## config.mk

```make
export PLATFORM = sky130hd
export DESIGN_NAME = pcie_perst_seq_flat
export DESIGN_NICKNAME = d
export VERILOG_FILES = /design/src/rtl/pcie_perst_seq_pkg.sv /design/src/rtl/pcie_perst_seq_if.sv /design/src/rtl/pcie_perst_seq_chan.sv /design/src/rtl/pcie_perst_seq.sv /design/src/flat_wrapper.sv
export SDC_FILE = /design/constraint.sdc
export NUM_CORES = 2
export LEC_CHECK = 0
export ABC_AREA = 0
export ABC_CLOCK_PERIOD_IN_PS = 2700
export CAP_MARGIN = 20
export CELL_PAD_IN_SITES_DETAIL_PLACEMENT = 0
export CELL_PAD_IN_SITES_GLOBAL_PLACEMENT = 1
export CORE_ASPECT_RATIO = 1.4
export CORE_MARGIN = 2
export CORE_UTILIZATION = 45
export CTS_CLUSTER_SIZE = 25
export DETAILED_ROUTE_END_ITERATION = 10
export GPL_TIMING_DRIVEN = 0
export HOLD_SLACK_MARGIN = 0.02
export PLACE_DENSITY_LB_ADDON = 0.1
export SKIP_CTS_REPAIR_TIMING = 1
export SLEW_MARGIN = 5
export SYNTH_ARGS = -nofsm -noshare
export SYNTH_HDL_FRONTEND = slang
export SYNTH_SLANG_ARGS = --single-unit
export TNS_END_PERCENT = 5
```

## constraint.sdc

```tcl
create_clock -name SYSCLK -period 2.7 [get_ports SYSCLK]
set_input_delay 0.405 -clock SYSCLK [delete_from_list [all_inputs] [get_ports SYSCLK]]
set_output_delay 0.405 -clock SYSCLK [all_outputs]
set_load 0.02 [all_outputs]
```

## src/rtl/pcie_perst_seq_pkg.sv

```systemverilog
// Shared constants and state encoding for the drive-bay PERST# sequencer.
// Replaces the old baseboard_define.v include.
package pcie_perst_seq_pkg;

  // 100 ms at the 2 MHz CPLD system clock; fits the default 18-bit counter
  localparam int TIME_100MS = 200000;

  typedef enum logic [1:0] {
    ST_IDLE     = 2'd0,
    ST_WAIT_PWR = 2'd1,
    ST_RUN      = 2'd2,
    ST_SW_RST   = 2'd3
  } chan_state_e;

endpackage

```

## src/rtl/pcie_perst_seq_if.sv

```systemverilog
// Per-drive control and status bundle between the BMC/CPLD fabric and the
// PERST# sequencer.
interface pcie_perst_seq_if #(
  parameter int NUM_DRV = 24
);
  logic [NUM_DRV-1:0] DRV_PWROK;
  logic [NUM_DRV-1:0] DRV_EN;
  logic [NUM_DRV-1:0] DUAL_PORT;
  logic [NUM_DRV-1:0] SW_RST_REQ;
  logic [NUM_DRV-1:0] FAULT_CLR;
  logic [NUM_DRV-1:0] PE_RST_A_L;
  logic [NUM_DRV-1:0] PE_RST_B_L;
  logic [NUM_DRV-1:0] DRV_LINK_RDY;
  logic [NUM_DRV-1:0] PWR_FAULT;

  modport master (
    output DRV_PWROK, DRV_EN, DUAL_PORT, SW_RST_REQ, FAULT_CLR,
    input  PE_RST_A_L, PE_RST_B_L, DRV_LINK_RDY, PWR_FAULT
  );

  modport slave (
    input  DRV_PWROK, DRV_EN, DUAL_PORT, SW_RST_REQ, FAULT_CLR,
    output PE_RST_A_L, PE_RST_B_L, DRV_LINK_RDY, PWR_FAULT
  );
endinterface

```

## src/rtl/pcie_perst_seq_chan.sv

```systemverilog
// One drive channel: PWROK synchroniser and debounce, power/warm-reset FSM,
// delay counter and sticky power-fault flag.
module pcie_perst_seq_chan
  import pcie_perst_seq_pkg::*;
#(
  parameter int CNT_W     = 18,
  parameter int T_PWR_DLY = TIME_100MS,
  parameter int T_DEB     = 16,
  parameter int T_SWRST   = 2000
) (
  input  logic clk,
  input  logic rst_n,
  input  logic pwrok_raw,
  input  logic drv_en,
  input  logic sw_rst_req,
  input  logic fault_clr,
  output logic run_o,
  output logic pe_rst_a_l_o,
  output logic pwr_fault_o
);

  localparam int DEB_W = $clog2(T_DEB + 1);

  logic             sync1_q, sync2_q;
  logic             filt_q, filt_d;
  logic [DEB_W-1:0] deb_cnt_q, deb_cnt_d;
  chan_state_e      state_q, state_d;
  logic [CNT_W-1:0] cnt_q, cnt_d;
  logic             perst_q, perst_d;
  logic             fault_q, fault_d;
  logic             fault_set;

  // Filtered value only moves after T_DEB consecutive disagreeing samples
  always_comb begin
    filt_d    = filt_q;
    deb_cnt_d = '0;
    if (sync2_q != filt_q) begin
      if (deb_cnt_q == DEB_W'(T_DEB - 1)) begin
        filt_d = sync2_q;
      end else begin
        deb_cnt_d = deb_cnt_q + 1'b1;
      end
    end
  end

  always_comb begin
    state_d = state_q;
    cnt_d   = cnt_q;
    if (!filt_q || !drv_en) begin
      state_d = ST_IDLE;
      cnt_d   = '0;
    end else begin
      unique case (state_q)
        ST_IDLE: begin
          state_d = ST_WAIT_PWR;
          cnt_d   = '0;
        end
        ST_WAIT_PWR: begin
          if (sw_rst_req) begin
            cnt_d = '0;
          end else if (cnt_q == CNT_W'(T_PWR_DLY - 1)) begin
            state_d = ST_RUN;
            cnt_d   = '0;
          end else if (cnt_q != '1) begin
            cnt_d = cnt_q + 1'b1;
          end
        end
        ST_RUN: begin
          if (sw_rst_req) begin
            state_d = ST_SW_RST;
            cnt_d   = '0;
          end
        end
        ST_SW_RST: begin
          if (sw_rst_req) begin
            cnt_d = '0;
          end else if (cnt_q == CNT_W'(T_SWRST - 1)) begin
            state_d = ST_RUN;
            cnt_d   = '0;
          end else if (cnt_q != '1) begin
            cnt_d = cnt_q + 1'b1;
          end
        end
        default: begin
          state_d = ST_IDLE;
          cnt_d   = '0;
        end
      endcase
    end
  end

  // A fault is only a power loss seen while the link was (or is being) up
  always_comb begin
    perst_d   = (state_q == ST_RUN);
    fault_set = !filt_q && ((state_q == ST_RUN) || (state_q == ST_SW_RST));
    fault_d   = fault_q;
    if (fault_set) begin
      fault_d = 1'b1;
    end else if (fault_clr) begin
      fault_d = 1'b0;
    end
  end

  always_ff @(posedge clk) begin
    if (!rst_n) begin
      sync1_q   <= 1'b0;
      sync2_q   <= 1'b0;
      filt_q    <= 1'b0;
      deb_cnt_q <= '0;
      state_q   <= ST_IDLE;
      cnt_q     <= '0;
      perst_q   <= 1'b0;
      fault_q   <= 1'b0;
    end else begin
      sync1_q   <= pwrok_raw;
      sync2_q   <= sync1_q;
      filt_q    <= filt_d;
      deb_cnt_q <= deb_cnt_d;
      state_q   <= state_d;
      cnt_q     <= cnt_d;
      perst_q   <= perst_d;
      fault_q   <= fault_d;
    end
  end

  assign run_o        = (state_q == ST_RUN);
  assign pe_rst_a_l_o = perst_q;
  assign pwr_fault_o  = fault_q;

endmodule

```

## src/rtl/pcie_perst_seq.sv

```systemverilog
// Drive-bay PCIe reset sequencer: one independent channel per drive plus the
// registered port-B select.
module pcie_perst_seq
  import pcie_perst_seq_pkg::*;
#(
  parameter int NUM_DRV   = 24,
  parameter int CNT_W     = 18,
  parameter int T_PWR_DLY = TIME_100MS,
  parameter int T_DEB     = 16,
  parameter int T_SWRST   = 2000
) (
  input logic                SYSCLK,
  input logic                RESET_N,
  pcie_perst_seq_if.slave    bus
);

  logic [NUM_DRV-1:0] run_vec;
  logic [NUM_DRV-1:0] pe_a_vec;
  logic [NUM_DRV-1:0] fault_vec;
  logic [NUM_DRV-1:0] pe_b_q, pe_b_d;

  for (genvar i = 0; i < NUM_DRV; i++) begin : g_chan
    pcie_perst_seq_chan #(
      .CNT_W    (CNT_W),
      .T_PWR_DLY(T_PWR_DLY),
      .T_DEB    (T_DEB),
      .T_SWRST  (T_SWRST)
    ) u_chan (
      .clk         (SYSCLK),
      .rst_n       (RESET_N),
      .pwrok_raw   (bus.DRV_PWROK[i]),
      .drv_en      (bus.DRV_EN[i]),
      .sw_rst_req  (bus.SW_RST_REQ[i]),
      .fault_clr   (bus.FAULT_CLR[i]),
      .run_o       (run_vec[i]),
      .pe_rst_a_l_o(pe_a_vec[i]),
      .pwr_fault_o (fault_vec[i])
    );
  end

  // Port B registers from the same state as port A, so it tracks A exactly
  // while DUAL_PORT is steady
  always_comb begin
    pe_b_d = run_vec & bus.DUAL_PORT;
  end

  always_ff @(posedge SYSCLK) begin
    if (!RESET_N) begin
      pe_b_q <= '0;
    end else begin
      pe_b_q <= pe_b_d;
    end
  end

  assign bus.PE_RST_A_L   = pe_a_vec;
  assign bus.PE_RST_B_L   = pe_b_q;
  assign bus.DRV_LINK_RDY = pe_a_vec;
  assign bus.PWR_FAULT    = fault_vec;

endmodule
```

## src/flat_wrapper.sv

```systemverilog
// flat-port wrapper written by rule: the top's interface ports become plain ports
module pcie_perst_seq_flat import pcie_perst_seq_pkg::*;
#(
  parameter int NUM_DRV   = 24,
  parameter int CNT_W     = 18,
  parameter int T_PWR_DLY = TIME_100MS,
  parameter int T_DEB     = 16,
  parameter int T_SWRST   = 2000
)
  (SYSCLK, RESET_N, bus_DRV_PWROK, bus_DRV_EN, bus_DUAL_PORT, bus_SW_RST_REQ, bus_FAULT_CLR, bus_PE_RST_A_L, bus_PE_RST_B_L, bus_DRV_LINK_RDY, bus_PWR_FAULT);
  pcie_perst_seq_if #(.NUM_DRV(NUM_DRV)) bus_i ();
  input logic SYSCLK;
  input logic RESET_N;
  input wire logic [$bits(bus_i.DRV_PWROK)-1:0] bus_DRV_PWROK;
  input wire logic [$bits(bus_i.DRV_EN)-1:0] bus_DRV_EN;
  input wire logic [$bits(bus_i.DUAL_PORT)-1:0] bus_DUAL_PORT;
  input wire logic [$bits(bus_i.SW_RST_REQ)-1:0] bus_SW_RST_REQ;
  input wire logic [$bits(bus_i.FAULT_CLR)-1:0] bus_FAULT_CLR;
  output wire logic [$bits(bus_i.PE_RST_A_L)-1:0] bus_PE_RST_A_L;
  output wire logic [$bits(bus_i.PE_RST_B_L)-1:0] bus_PE_RST_B_L;
  output wire logic [$bits(bus_i.DRV_LINK_RDY)-1:0] bus_DRV_LINK_RDY;
  output wire logic [$bits(bus_i.PWR_FAULT)-1:0] bus_PWR_FAULT;
  assign bus_i.DRV_PWROK = bus_DRV_PWROK;
  assign bus_i.DRV_EN = bus_DRV_EN;
  assign bus_i.DUAL_PORT = bus_DUAL_PORT;
  assign bus_i.SW_RST_REQ = bus_SW_RST_REQ;
  assign bus_i.FAULT_CLR = bus_FAULT_CLR;
  assign bus_PE_RST_A_L = bus_i.PE_RST_A_L;
  assign bus_PE_RST_B_L = bus_i.PE_RST_B_L;
  assign bus_DRV_LINK_RDY = bus_i.DRV_LINK_RDY;
  assign bus_PWR_FAULT = bus_i.PWR_FAULT;
  pcie_perst_seq #(.NUM_DRV(NUM_DRV), .CNT_W(CNT_W), .T_PWR_DLY(T_PWR_DLY), .T_DEB(T_DEB), .T_SWRST(T_SWRST)) u_core (.SYSCLK(SYSCLK), .RESET_N(RESET_N), .bus(bus_i));
endmodule
```

==> impl_metrics.yaml <==
outcome:
  status: "finished clean"
pwr:
  power.internal_w: 0.0180
  leakagePower_nw: 14.6
  comb_power_share_pct: 1.8
  clockPowerShare_pct: 50.0
  netSwitchingFraction_pct: 21.3
  irDropWorstVdd_mv: 0.467
  power_frac_seq_pct: 48.2
  p_per_area_nw_per_um2: 527
  p_sw_w: 0.00489
global_route:
  grt_pass1_vias: 32473
  grt_start_max_net_pins: 16
  grt_pass1_wl_mm: 164
  track_usage_pct: 23.5
  grt_overflow: 0
  antenna_found_initial: 8
timing:
  worst_pin_slew_ns: 1.02
  fin_skew_ns: 0.0133
  rsz0062_at_grt: "yes"
  max_slew_margin_pct: 32.2
  postLayoutSetupSlackWorst_ns: 0.0219
  finalSetupViolations: 0
  max_freq_ghz: 0.373
  finalHoldViolations: 0
  fin_crit_ns: 2.68
  timing.final.crit_share_pct: 99.2
  drv_slew: 0
critical_path:
  crit_fanout: 10
  endpoint_kind: "flop"
  cp_slowest_cell: "clkbuf_1"
  crit_family: "buffers and inverters"
  setup.worst_path.start_class: "flop"
  required_ns: 3.27
  rrSetupSlack_ns: 0.02
  crit_chain: "ha_1 -> nand3_1 -> nor2_1 -> a32o_1 -> nor3_1 -> clkbuf_1 -> clkbuf_1 -> o31ai_1 -> a21oi_1"
  slowest_delay_ns: 0.49
  arrival_ns: 3.25
  path_class: "flop to flop"
  crit_top_cell: "clkbuf_1"
  critPathBufInv: 2
final_layout:
  multi_input_area_um2: 20200
  layout.nets: 5081
  regArea_um2: 14900
  drive_gt1_share_pct: 7.28
  stdcell_count: 6022
  fill_cells: 7782
  syn_to_final_growth_pct: 18.1
placement:
  hpwl_mm: 72.5
  globalplace.congestion: 0.892
  io_buffers: 216
  place_ws_ns: -2.00
  dp_cells: 5869
drt:
  ant_nets: 0
  vias_per_cell: 5.74
  drt_wl_total_mm: 102
  drt-initial-drc-count: 1758
  drc: 0
  dr_total_vias: 34567
  wire_per_inst_um: 16.9
  drtPass1Iterations: 7
synth:
  yosysMostFrequentCell: "dfxtp_1"
  synth-seq-cells: 744
  synth_edf_count: 0
  syn-cell-area_um2: 36800
  yosysWarningCount: 0
  synth_largest_area_cell: "dfxtp_1"
  synthTopCellsByCount: "dfxtp_1 (744), nor2_1 (424), nand2_1 (405)"
  synthTopCellsByArea: "dfxtp_1 (40%), a21oi_1 (4.6%), nor2_1 (4.3%)"
  synth_seq_area_share_pct: 40.5
  ys_types: 92
  async_reset_ff_share_pct: 0
  synth_cells: 4573
  syn_nets: 4767
  synth.avg_cell_area_um2: 8.05
  synth_ff_type: "dfxtp_1"
  yosysTopAreaCellShare_pct: 40.5
die:
  die_y_um: 342
  dieArea_um2: 84100
  dieWidth_um: 246
  rows: 124
  start_util_pct: 45.3
  ios: 218
  core-area_um2: 81300
clocking:
  clk_pin_slew_ns: 0.06
  cts_tree: "built"
  numClockSinks: 744
  cts_buffers: 79
  insertion_delay_ns: 0.63
  cts-root-buf: "clkbuf_16"
  htreeDepth: 3
  cts.path.max_buffers: 3
worst_hold_path:
  hold_class: "primary input to flop"
run:
  drv_cap: 0
[through the flow]
step	hold slack, ns	utilization, %	TNS [ns]	total power (W)	cell area (µm²)
finish	0.334	53.5	0	0.0229	43500
global route	0.327	53.5	-2.17	0.0237	43500
CTS	0.291	53.1	-144.98	0.0233	43200
detailed placement	0.418	49.8	-515.40	0.0117	40500
global placement	0.413	49.6	-581.42	0.0117	40300
floorplan	0.412	-	0	0.0114	36800
[cells by family (layout without fill, tap and decap cells)]
group                      count (synthesis)  count (layout)  share of synthesized area [%]
and+or+nand+nor                         2134            2134                           30.2
AOI/OAI and AO/OA                       1056            1056                           18.1
DFF                                      744             744                           40.5
buffers and inverters                    431             806                           5.32
xor gates and xnor gates                  85              85                           2.02
adders and majority gates                 72              72                           2.45
muxes                                     51              51                           1.39
other                                      0               3                              0
[placed cells by master (no fill, tap or decap), types with 53 or more instances in the layout]
cell type,count
nor4_1,54
nand2_1,405
inv_1,196
xnor2_1,53
or3_1,72
o21ai_0,184
and3_1,141
buf_4,85
clkdlybuf4s50_1,216
clkbuf_16,83
nor3_1,159
nand3_1,316
a21oi_1,339
and2_1,124
dfxtp_1,744
a31oi_1,177
nor2_1,423
nand4_1,140
clkbuf_1,126
ha_1,72
[sequential cells by signal, indices dropped and copies added (netlist names)]
signal	flops
u_core.g_chan.u_chan.pe_rst_a_l_o	24
u_core.g_chan.u_chan.sync2_q	24
u_core.g_chan.u_chan.deb_cnt_q	120
u_core.g_chan.u_chan.cnt_q	432
u_core.g_chan.u_chan.filt_q	24
u_core.g_chan.u_chan.state_q	48
u_core.bus.PE_RST_B_L	24
u_core.g_chan.u_chan.sync1_q	24
u_core.g_chan.u_chan.pwr_fault_o	24
[cell type report]
class	instances	area share [%]
Antenna cell	3	0.0173
Sequential cell	744	34.2
Clock buffer	108	5.27
Clock inverter	34	0.998
Buffer	234	2.88
Tap cell	1071	3.08
Timing Repair Buffer	233	5.30
Inverter	197	1.71
Multi-Input combinational cell	3398	46.5
[layer usage]
layer	track usage, %	vias to the layer above	wire [µm]	part of all wire [%]
met4	9.04	6	3220	3.2
met2	41.9	731	50300	49
met5	0	-	44	0.043
li1	-	17398	-	-
met1	28.5	16225	43700	43
met3	2.99	207	4630	4.5
[worst reg2reg max path: stages (launching register included)]
cell,delay [ns]
dfxtp_1,0.35
ha_1,0.25
nand3_1,0.22
nor2_1,0.10
a32o_1,0.26
nor3_1,0.23
clkbuf_1,0.41
clkbuf_1,0.49
o31ai_1,0.16
a21oi_1,0.16
[worst paths after layout]
kind                                                   startpoint                            endpoint  cells past startpoint
worst max-delay path            u_core.g_chan[13].u_chan.cnt_q[0]  u_core.g_chan[13].u_chan.cnt_q[17]                      9
worst min-delay path                             bus_DUAL_PORT[0]            u_core.bus.PE_RST_B_L[0]                      2
worst max register to register  u_core.g_chan[13].u_chan.cnt_q[0]  u_core.g_chan[13].u_chan.cnt_q[17]                      9
worst min register to register    u_core.g_chan[0].u_chan.sync1_q     u_core.g_chan[0].u_chan.sync2_q                      1
[power groups by stage]
stage	clock network, W	logic, W	registers (W)
after floorplan	0	0.0000946	0.0113
after global placement	0	0.000415	0.0113
after detailed placement	0	0.000424	0.0113
after CTS	0.0118	0.000427	0.0110
after global routing	0.0122	0.000447	0.0110
final	0.0115	0.000416	0.0110
No activity file was read; power rests on OpenSTA's default activity.
